===== config.mk =====
export PLATFORM = sky130hd
export DESIGN_NAME = mic_bin_aligner_flat
export DESIGN_NICKNAME = d
export VERILOG_FILES = /design/src/rtl/mic_bin_aligner_if.sv /design/src/rtl/mic_bin_aligner.sv /design/src/flat_wrapper.sv
export SDC_FILE = /design/constraint.sdc
export NUM_CORES = 2
export LEC_CHECK = 0
export BUFFER_PORTS_ARGS = -buffer_cell sky130_fd_sc_hd__buf_2
export CELL_PAD_IN_SITES_DETAIL_PLACEMENT = 0
export CELL_PAD_IN_SITES_GLOBAL_PLACEMENT = 1
export CORE_ASPECT_RATIO = 1.5
export CORE_MARGIN = 3
export CORE_UTILIZATION = 23
export CTS_CLUSTER_DIAMETER = 50
export DETAILED_ROUTE_END_ITERATION = 12
export PLACE_DENSITY_LB_ADDON = 0.1
export SYNTH_ARGS = -nofsm -noshare
export SYNTH_HDL_FRONTEND = slang
export SYNTH_SLANG_ARGS = --single-unit
export TNS_END_PERCENT = 5

===== constraint.sdc =====
create_clock -name clk_in -period 4.58 [get_ports clk_in]
set_clock_uncertainty 0.05 [all_clocks]
set_input_delay 0.687 -clock clk_in [delete_from_list [all_inputs] [get_ports clk_in]]
set_output_delay 0.687 -clock clk_in [all_outputs]
set_load 0.1 [all_outputs]

===== src/rtl/mic_bin_aligner_if.sv =====
// rtl/mic_bin_aligner_if.sv - per-mic input streams and bin-aligned tuple output bundle
`timescale 1ns/1ps
// Groups the NM mic streams (index 0 = central) and the tuple handshake toward the
// direction calculator.
//   master : the aligner (consumes mic streams, produces tuples)
//   slave  : the environment (mic sources plus direction calculator)
interface mic_bin_aligner_if #(
    parameter int PERIPHERAL_MICS = 3,
    parameter int DATA_WIDTH      = 32,
    parameter int FFT_SIZE        = 1024
);
    localparam int NM    = PERIPHERAL_MICS + 1;
    localparam int BIN_W = $clog2(FFT_SIZE);

    logic [NM-1:0][DATA_WIDTH-1:0]              mic_tdata_in;
    logic [NM-1:0]                              mic_tvalid_in;
    logic [NM-1:0]                              mic_tlast_in;
    logic [NM-1:0]                              mic_tready_out;
    logic [DATA_WIDTH-1:0]                      central_mic_out;
    logic [PERIPHERAL_MICS-1:0][DATA_WIDTH-1:0] peripheral_mics_out;
    logic [BIN_W-1:0]                           bin_index_out;
    logic                                       valid_out;
    logic                                       last_out;
    logic                                       ready_in;
    logic                                       desync_out;

    modport master (
        input  mic_tdata_in, mic_tvalid_in, mic_tlast_in, ready_in,
        output mic_tready_out, central_mic_out, peripheral_mics_out,
               bin_index_out, valid_out, last_out, desync_out
    );

    modport slave (
        output mic_tdata_in, mic_tvalid_in, mic_tlast_in, ready_in,
        input  mic_tready_out, central_mic_out, peripheral_mics_out,
               bin_index_out, valid_out, last_out, desync_out
    );
endinterface


===== src/rtl/mic_bin_aligner.sv =====
// rtl/mic_bin_aligner.sv - buffers per-mic FFT bin streams and emits bin-aligned tuples
`timescale 1ns/1ps
// Ports:
//   clk_in  : system clock
//   rst_in  : synchronous active-low reset
//   bus     : mic_bin_aligner_if.master -- NM input streams {phase, mag} with
//             tvalid/tready/tlast, one tuple output (central + peripherals, bin index,
//             last) with valid_out/ready_in, and a one-cycle desync_out framing-error pulse.
module mic_bin_aligner #(
    parameter int PERIPHERAL_MICS = 3,
    parameter int DATA_WIDTH      = 32,
    parameter int FFT_SIZE        = 1024,
    parameter int FIFO_DEPTH      = 16
) (
    input  logic              clk_in,
    input  logic              rst_in,
    mic_bin_aligner_if.master bus
);
    localparam int NM     = PERIPHERAL_MICS + 1;
    localparam int BIN_W  = $clog2(FFT_SIZE);
    localparam int PTR_W  = $clog2(FIFO_DEPTH);
    localparam int CNT_W  = PTR_W + 1;
    localparam int WORD_W = DATA_WIDTH + 1;   // {tlast, tdata}

    localparam logic [CNT_W-1:0] FULL_CNT = CNT_W'(FIFO_DEPTH);
    localparam logic [BIN_W-1:0] LAST_BIN = BIN_W'(FFT_SIZE - 1);

    typedef enum logic {ST_ALIGN, ST_RESYNC} state_t;

    // FIFO storage and bookkeeping
    logic [NM-1:0][FIFO_DEPTH-1:0][WORD_W-1:0] mem_q, mem_d;
    logic [NM-1:0][PTR_W-1:0]                  wr_ptr_q, wr_ptr_d;
    logic [NM-1:0][PTR_W-1:0]                  rd_ptr_q, rd_ptr_d;
    logic [NM-1:0][CNT_W-1:0]                  count_q, count_d;

    // Control and output registers
    state_t                        state_q, state_d;
    logic [NM-1:0]                 done_q, done_d;
    logic [BIN_W-1:0]              bin_cnt_q, bin_cnt_d;   // bin number of next tuple to load
    logic [BIN_W-1:0]              bin_idx_q, bin_idx_d;
    logic                          valid_q, valid_d;
    logic                          last_q, last_d;
    logic                          desync_q, desync_d;
    logic [NM-1:0][DATA_WIDTH-1:0] data_q, data_d;

    logic [NM-1:0]                 not_empty;
    logic [NM-1:0]                 push;
    logic [NM-1:0]                 pop;
    logic [NM-1:0]                 tready;
    logic [NM-1:0]                 head_last;
    logic [NM-1:0][DATA_WIDTH-1:0] head_data;
    logic                          frame_err;

    // Ready comes straight from the occupancy count: a full FIFO refuses even when it
    // is being popped in the same cycle.
    always_comb begin
        for (int k = 0; k < NM; k++) begin
            not_empty[k] = (count_q[k] != '0);
            tready[k]    = (count_q[k] != FULL_CNT) && rst_in;
            push[k]      = bus.mic_tvalid_in[k] && tready[k];
            head_data[k] = mem_q[k][rd_ptr_q[k]][DATA_WIDTH-1:0];
            head_last[k] = mem_q[k][rd_ptr_q[k]][DATA_WIDTH];
        end
    end

    // Alignment / resync control
    always_comb begin
        state_d   = state_q;
        done_d    = done_q;
        bin_cnt_d = bin_cnt_q;
        bin_idx_d = bin_idx_q;
        valid_d   = valid_q;
        last_d    = last_q;
        desync_d  = 1'b0;
        data_d    = data_q;
        pop       = '0;
        frame_err = 1'b0;

        case (state_q)
            ST_ALIGN: begin
                if ((!valid_q || bus.ready_in) && (&not_empty)) begin
                    pop = '1;
                    // Every stream must agree on tlast, and tlast must sit exactly on
                    // the final bin of the frame.
                    if (bin_cnt_q == LAST_BIN) begin
                        frame_err = !(&head_last);
                    end else begin
                        frame_err = |head_last;
                    end
                    if (frame_err) begin
                        valid_d  = 1'b0;
                        desync_d = 1'b1;
                        done_d   = head_last;
                        state_d  = ST_RESYNC;
                    end else begin
                        valid_d   = 1'b1;
                        data_d    = head_data;
                        bin_idx_d = bin_cnt_q;
                        last_d    = (bin_cnt_q == LAST_BIN);
                        bin_cnt_d = bin_cnt_q + BIN_W'(1);   // wraps after the last bin
                    end
                end else if (bus.ready_in) begin
                    valid_d = 1'b0;
                end
            end
            ST_RESYNC: begin
                valid_d = 1'b0;
                if (&done_q) begin
                    done_d    = '0;
                    bin_cnt_d = '0;
                    state_d   = ST_ALIGN;
                end else begin
                    // Streams that have not yet reached their tlast discard words.
                    pop    = not_empty & ~done_q;
                    done_d = done_q | (pop & head_last);
                end
            end
            default: state_d = ST_ALIGN;
        endcase
    end

    // FIFO pointer / count / storage updates
    always_comb begin
        mem_d    = mem_q;
        wr_ptr_d = wr_ptr_q;
        rd_ptr_d = rd_ptr_q;
        count_d  = count_q;
        for (int k = 0; k < NM; k++) begin
            if (push[k]) begin
                mem_d[k][wr_ptr_q[k]] = {bus.mic_tlast_in[k], bus.mic_tdata_in[k]};
                wr_ptr_d[k]           = wr_ptr_q[k] + PTR_W'(1);
            end
            if (pop[k]) begin
                rd_ptr_d[k] = rd_ptr_q[k] + PTR_W'(1);
            end
            case ({push[k], pop[k]})
                2'b10:   count_d[k] = count_q[k] + CNT_W'(1);
                2'b01:   count_d[k] = count_q[k] - CNT_W'(1);
                default: count_d[k] = count_q[k];
            endcase
        end
    end

    // Storage needs no reset: emptiness is tracked by the counts alone.
    always_ff @(posedge clk_in) begin
        mem_q <= mem_d;
    end

    always_ff @(posedge clk_in) begin
        if (!rst_in) begin
            wr_ptr_q  <= '0;
            rd_ptr_q  <= '0;
            count_q   <= '0;
            state_q   <= ST_ALIGN;
            done_q    <= '0;
            bin_cnt_q <= '0;
            bin_idx_q <= '0;
            valid_q   <= 1'b0;
            last_q    <= 1'b0;
            desync_q  <= 1'b0;
            data_q    <= '0;
        end else begin
            wr_ptr_q  <= wr_ptr_d;
            rd_ptr_q  <= rd_ptr_d;
            count_q   <= count_d;
            state_q   <= state_d;
            done_q    <= done_d;
            bin_cnt_q <= bin_cnt_d;
            bin_idx_q <= bin_idx_d;
            valid_q   <= valid_d;
            last_q    <= last_d;
            desync_q  <= desync_d;
            data_q    <= data_d;
        end
    end

    assign bus.mic_tready_out      = tready;
    assign bus.central_mic_out     = data_q[0];
    assign bus.peripheral_mics_out = data_q[NM-1:1];
    assign bus.bin_index_out       = bin_idx_q;
    assign bus.valid_out           = valid_q;
    assign bus.last_out            = last_q;
    assign bus.desync_out          = desync_q;
endmodule

===== src/flat_wrapper.sv =====
// flat-port wrapper written by rule: the top's interface ports become plain ports
module mic_bin_aligner_flat 
#(
    parameter int PERIPHERAL_MICS = 3,
    parameter int DATA_WIDTH      = 32,
    parameter int FFT_SIZE        = 1024,
    parameter int FIFO_DEPTH      = 16
)
  (clk_in, rst_in, bus_mic_tdata_in, bus_mic_tvalid_in, bus_mic_tlast_in, bus_ready_in, bus_mic_tready_out, bus_central_mic_out, bus_peripheral_mics_out, bus_bin_index_out, bus_valid_out, bus_last_out, bus_desync_out);
  mic_bin_aligner_if #(.PERIPHERAL_MICS(PERIPHERAL_MICS), .DATA_WIDTH(DATA_WIDTH), .FFT_SIZE(FFT_SIZE)) bus_i ();
  input  logic clk_in;
  input  logic rst_in;
  input wire logic [$bits(bus_i.mic_tdata_in)-1:0] bus_mic_tdata_in;
  input wire logic [$bits(bus_i.mic_tvalid_in)-1:0] bus_mic_tvalid_in;
  input wire logic [$bits(bus_i.mic_tlast_in)-1:0] bus_mic_tlast_in;
  input wire logic [$bits(bus_i.ready_in)-1:0] bus_ready_in;
  output wire logic [$bits(bus_i.mic_tready_out)-1:0] bus_mic_tready_out;
  output wire logic [$bits(bus_i.central_mic_out)-1:0] bus_central_mic_out;
  output wire logic [$bits(bus_i.peripheral_mics_out)-1:0] bus_peripheral_mics_out;
  output wire logic [$bits(bus_i.bin_index_out)-1:0] bus_bin_index_out;
  output wire logic [$bits(bus_i.valid_out)-1:0] bus_valid_out;
  output wire logic [$bits(bus_i.last_out)-1:0] bus_last_out;
  output wire logic [$bits(bus_i.desync_out)-1:0] bus_desync_out;
  assign bus_i.mic_tdata_in = bus_mic_tdata_in;
  assign bus_i.mic_tvalid_in = bus_mic_tvalid_in;
  assign bus_i.mic_tlast_in = bus_mic_tlast_in;
  assign bus_i.ready_in = bus_ready_in;
  assign bus_mic_tready_out = bus_i.mic_tready_out;
  assign bus_central_mic_out = bus_i.central_mic_out;
  assign bus_peripheral_mics_out = bus_i.peripheral_mics_out;
  assign bus_bin_index_out = bus_i.bin_index_out;
  assign bus_valid_out = bus_i.valid_out;
  assign bus_last_out = bus_i.last_out;
  assign bus_desync_out = bus_i.desync_out;
  mic_bin_aligner #(.PERIPHERAL_MICS(PERIPHERAL_MICS), .DATA_WIDTH(DATA_WIDTH), .FFT_SIZE(FFT_SIZE), .FIFO_DEPTH(FIFO_DEPTH)) u_core (.clk_in(clk_in), .rst_in(rst_in), .bus(bus_i));
endmodule

# Word-level counts from Yosys, hierarchy flattened
# Cells that the tools add are included.
# word_totals
output_inout_bits	145
register_bits	2320
in_bits	139
# op_classes
n_eq_ne	18
add_sub_neg	17
n_lt_le_gt_ge	12
muxes	46
n_bitwise	7
n_reduce_logical	32
# op_table
op	count
bitwise mux 528 bit	4
binary-select mux 33 bit (select 4 bit)	4
demux 33 bit (select 4 bit)	4
two-way mux 33 bit	8
less-than comparator 4 x 5 -> 1 bit, second input constant	8
case mux 5 bit (2 select lines)	4
adder 4 x 1 -> 4 bit, second input constant	8
two-way mux 10 bit	3
adder 5 x 1 -> 5 bit, second input constant	4
two-way mux 4 bit	5
!= test 5 bit, second input constant	4
case mux 10 bit (2 select lines)	1
nonzero test 5 bit	4
subtractor 5 x 1 -> 5 bit, second input constant	4
greater-or-equal comparator 4 x 1 -> 1 bit, second input constant	4
case mux 4 bit (2 select lines)	2
logical AND 1 bit	13
AND reduction 4 bit	3
adder 10 x 1 -> 10 bit, second input constant	1
equality test 10 bit, second input constant	1
two-way mux 1 bit	9
AND 4 bit	2
equality test 2 x 1 -> 1 bit, second input constant	4
equality test 2 bit, second input constant	4
other kinds (14)	24

# Depth between registers and ports, before layout
# logic_depth
depth_word	10
depth_mapped	14
depth_no_buf	13

# Worst setup path after synthesis
# OpenSTA, ideal clock, no wires.
# synth_timing
path_kind	input -> register
start	input port rst_in
end	register u_core.mem_q[1155] in the netlist's numbering (enable)
n_path_buf	1
required_ns	4.066
setup_ns	0.464
path_stages	6
slack_ns	-1.171
arrival_time_ns	5.237
cell_sequence	inv_2 > a21oi_1 > and2_1 > clkbuf_1 > nand2_1 > nor3_1
# synth_via
elab_chain_cells	2
# synth_rtl
element	line_no	rtl
start: declaration	flat_wrapper.sv:12	input logic rst_in;
logical AND 1 bit	mic_bin_aligner.sv:59	tready[k] = (count_q[k] != FULL_CNT) && rst_in;
via bus_mic_tready_out[2]	flat_wrapper.sv:17	output wire logic [$bits(bus_i.mic_tready_out)-1:0] bus_mic_tready_out;
logical AND 1 bit	mic_bin_aligner.sv:60	push[k] = bus.mic_tvalid_in[k] && tready[k];
end signal: assignment	mic_bin_aligner.sv:146	mem_q <= mem_d;
end: declaration	mic_bin_aligner.sv:31	logic [NM-1:0][FIFO_DEPTH-1:0][WORD_W-1:0] mem_q, mem_d;
# The timed path passes the listed nets, and every way through them passes these cells.
# A chain may end at the register's enable or synchronous reset.

# Worst setup path in the final report
# layout_timing
start	register u_core.rd_ptr_q[8] in the netlist's numbering
end	register u_core.bin_cnt_q[9]
# layout_via
elab_chain_cells	9
elab_cells_between_ends	10
# layout_rtl
element	line_no	rtl
start: declaration	mic_bin_aligner.sv:33	logic [NM-1:0][PTR_W-1:0] rd_ptr_q, rd_ptr_d;
start signal: assignment	mic_bin_aligner.sv:164	rd_ptr_q <= rd_ptr_d;
binary-select mux 33 bit (select 4 bit) *	mic_bin_aligner.sv:62	head_last[k] = mem_q[k][rd_ptr_q[k]][DATA_WIDTH];
two-way mux 33 bit *	--	
AND reduction 4 bit	mic_bin_aligner.sv:86	frame_err = !(&head_last);
logical NOT 1 bit	mic_bin_aligner.sv:86	
two-way mux 1 bit *	mic_bin_aligner.sv:85	if (bin_cnt_q == LAST_BIN) begin
two-way mux 1 bit *	mic_bin_aligner.sv:81	if ((!valid_q || bus.ready_in) && (&not_empty)) begin
two-way mux 1 bit *	mic_bin_aligner.sv:79	case (state_q)
!= test 2 bit (no line) *	--	
AND reduction 3 bit (no line) *	--	
end signal: assignment	mic_bin_aligner.sv:168	bin_cnt_q <= bin_cnt_d;
end: declaration	mic_bin_aligner.sv:39	logic [BIN_W-1:0] bin_cnt_q, bin_cnt_d;
# Mark *: on every way between the ends. The rest lies on a longest branch, timed or not. The select of a mux whose other input is x is not followed.

==> metrics.md <==
| Metric | Value |
|---|---|
| Power Dens Cells | 442 nW/um^2 |
| Peak Freq | 266 MHz |
| Largest net degree at the start of global routing | 128 |
| Final Setup Violations | 0 |
| Routed Antenna Nets | 0 |
| Worst-Margin Slew | 1.10 ns |
| Max-cap violations | 0 |
| Final Hold Viols | 0 |
| Core area | 380,000 um^2 |
| Crit. End Element | flop |
| Initial antenna violation count | 70 |
| TritonCTS Buffers | 294 |
| Starting DRC count in detailed routing | 2,539 |
| Drt total wl | 258,000 um |
| Worst R2R Path Depth | 8 |
| Worst hold path depth | 1 |
| Synth Cell Area | 87,800 um^2 |
| WL/cell | 26.3 um |
| Vias in the first global route | 45,600 |
| Tcrit/Tclk final | 82.2% |
| Pre-antenna DRT Iters | 5 |
| Flops & latches, synth | 2,320 |
| Placer Congestion | 0.662 |
| Hold crit path type | in -> reg |
| Required time worst endpoint | 5.28 ns |
| Cell count after synthesis | 4,069 |
| Worst-Skew Late Latency | 0.87 ns |
| Asr flop ratio synth | 0% |
| Register area share after synthesis | 76.9% |
| Commonest non-fill, non-tap cell in the layout | edfxtp_1 |
| Post-CTS Hold Fix Bufs | 0 |
| Syn nets | 4,249 |
| P_leak | 32.3 nW |
| Residual DRC | 0 |
| Ports | 284 |
| Detailed Place HPWL | 137,000 um |
| Worst hold slack | 0.141 ns |
| Synth Warn # | 0 |
| Post-synth EDFFs | 2,112 |
| CTS Root Cell | clkbuf_16 |
| CTS tree | built |
| Layout Nets | 4,746 |
| Worst setup SP type | flop |
| Final Max Tran Viols | 0 |
| PortBufs | 283 |
| Die height | 763 um |
| Initial Utilization | 23.1% |
| Post-route cell area | 106,000 um^2 |
| Peak VDD IR | 0.000241 V |
| CP Max Fanout | 44 |
| Post-synth cell types | 48 |
| Share of post-route cells with drive strength above 1 | 33.7% |
| Area Growth Syn to Fin | 20.8% |
| Placed inst area | 96,600 um^2 |
| Crit Path Category | reg -> reg |
| Syn Area/Cell | 21.6 um^2 |
| PostCTS Resize Cnt | 0 |
| Status | completed |
| CTS max path bufs | 4 |
| GRT overflow | 0 |
| Die X-Extent | 511 um |
| Sink Count | 2,320 |
| Vias per cell | 4.26 |
| Total number of vias | 41,900 |
| Placement Rows | 277 |
| RSZ-0062 raised after global routing | no |
| Slew HR | 26.6% |
| Data arrival, critical path | 4.47 ns |
| Die ar. | 390,000 um^2 |
| Clk slew on worst S/H paths | 0.06 ns |
| Ys flop type | edfxtp_1 |
| H-tree levels | 5 |
| Post-CTS Setup Repair Bufs | 0 |
| Commonest non-fill, non-tap cells in the layout | edfxtp_1 (2,112), mux4_2 (656), nand2_1 (317) |
| Global-route wire length before repair | 363,000 um |
| GRT Util Overall | 13.1% |
| Fin crit period | 3.77 ns |
==> where the power goes <==
group	internal, mW	total (mW)	switching (mW)
Clock	13.4	22.8	9.43
Combinational	0.244	0.838	0.594
Sequential	23.2	23.3	0.0463
Total	36.9	46.9	10.1
==> cell type report <==
| type | instances | area [um^2] |
|---|---|---|
| Fill cell | 37800 | 274000 |
| Tap cell | 5022 | 6280 |
| Multi-Input combinational cell | 1498 | 19800 |
| Timing Repair Buffer | 424 | 2810 |
| Clock buffer | 359 | 7740 |
| Antenna cell | 19 | 47.5 |
| Sequential cell | 2320 | 67600 |
| Clock inverter | 170 | 1770 |
| Inverter | 28 | 115 |
==> cell usage after synthesis, types with 3 or more instances <==
cell / count / area share, %
and3_1: 6 / 0.043
mux2i_1: 11 / 0.13
dfxtp_1: 208 / 4.7
buf_1: 55 / 0.24
a21oi_1: 170 / 0.97
a211o_1: 5 / 0.050
edfxtp_1: 2112 / 72
a31o_2: 3 / 0.030
a31oi_1: 7 / 0.050
nor4_1: 4 / 0.028
inv_2: 3 / 0.013
clkbuf_1: 129 / 0.55
fa_1: 4 / 0.091
nand2_1: 317 / 1.4
or4_1: 3 / 0.026
and2_1: 8 / 0.057
mux4_2: 656 / 17
nand3b_1: 3 / 0.026
nor2_1: 114 / 0.49
ha_1: 37 / 0.53
buf_2: 19 / 0.11
nor3_1: 19 / 0.11
buf_4: 18 / 0.15
nand3_1: 17 / 0.097
o21ai_0: 12 / 0.068
xor2_1: 25 / 0.25
nor2b_1: 4 / 0.028
xnor2_1: 15 / 0.15
a21o_1: 9 / 0.077
nand2b_1: 12 / 0.085
nand4_1: 10 / 0.071
or3_1: 6 / 0.043
o31ai_1: 4 / 0.034
inv_1: 25 / 0.11
==> worst max-delay path: stages (launching register included) <==
cell	delay, ns
dfxtp_4	0.63
mux4_2	0.56
a22oi_1	0.34
and3_1	0.23
or4_4	0.16
a21bo_4	0.68
buf_4	0.60
nor3_1	0.11
o31a_1	0.29
==> routing by layer <==
| metal | track usage (%) | routed length [um] | vias up |
|---|---|---|---|
| li1 | - | - | 17800 |
| met1 | 16.1 | 106000 | 22800 |
| met4 | 3.16 | 5510 | 44 |
| met3 | 2.71 | 11800 | 412 |
| met5 | 0 | 286 | - |
| met2 | 23.3 | 135000 | 807 |
==> sequential cells by signal (all words and copies together), names as in the netlist, 10 cells and up <==
name and cells:
u_core.mem_q 2112, u_core.bus.peripheral_mics_out 96, u_core.bus.central_mic_out 32, u_core.count_q 20, u_core.rd_ptr_q 16, u_core.wr_ptr_q 16
u_core.bin_cnt_q 10, u_core.bus.bin_index_out 10
==> kinds of logic (layout without fill, tap and decap cells) <==
family,Yosys count,count (layout),synth area share (%)
XOR/XNOR,40,40,0.399
AND/OR/NAND/NOR,530,530,2.52
flip-flops,2320,2320,76.9
other,0,19,0
adder cells (fa/ha/maj),41,41,0.618
AO/OA/AOI/OAI,218,218,1.36
multiplexers,669,669,17.0
buffers and inverters,251,981,1.19
==> stage by stage <==
stage	instances	setup WS [ns]	setup TNS [ns]	util, %	total power [mW]
final	9840	0.814	0	27.9	46.9
after global routing	9825	0.482	0	27.9	48.8
after CTS	9821	0.573	0	27.9	48.0
after detailed placement	9292	0.157	0	25.4	24.6
after global placement	9292	0.118	0	25.4	24.6
after floorplan	4069	-0.920	-466.07	-	24.0
==> path summary, 6_finish.rpt <==
path                                        end  slack (ns)                                from
max                         u_core.bin_cnt_q[9]        0.81                  u_core.rd_ptr_q[8]
max reg2reg                 u_core.bin_cnt_q[9]        0.81                  u_core.rd_ptr_q[8]
min reg2reg  u_core.bus.peripheral_mics_out[40]        0.40  u_core.bus.peripheral_mics_out[40]
min                          u_core.mem_q[2045]        0.14                 bus_mic_tlast_in[3]
Note: power is estimated with default switching activity, not from simulation.
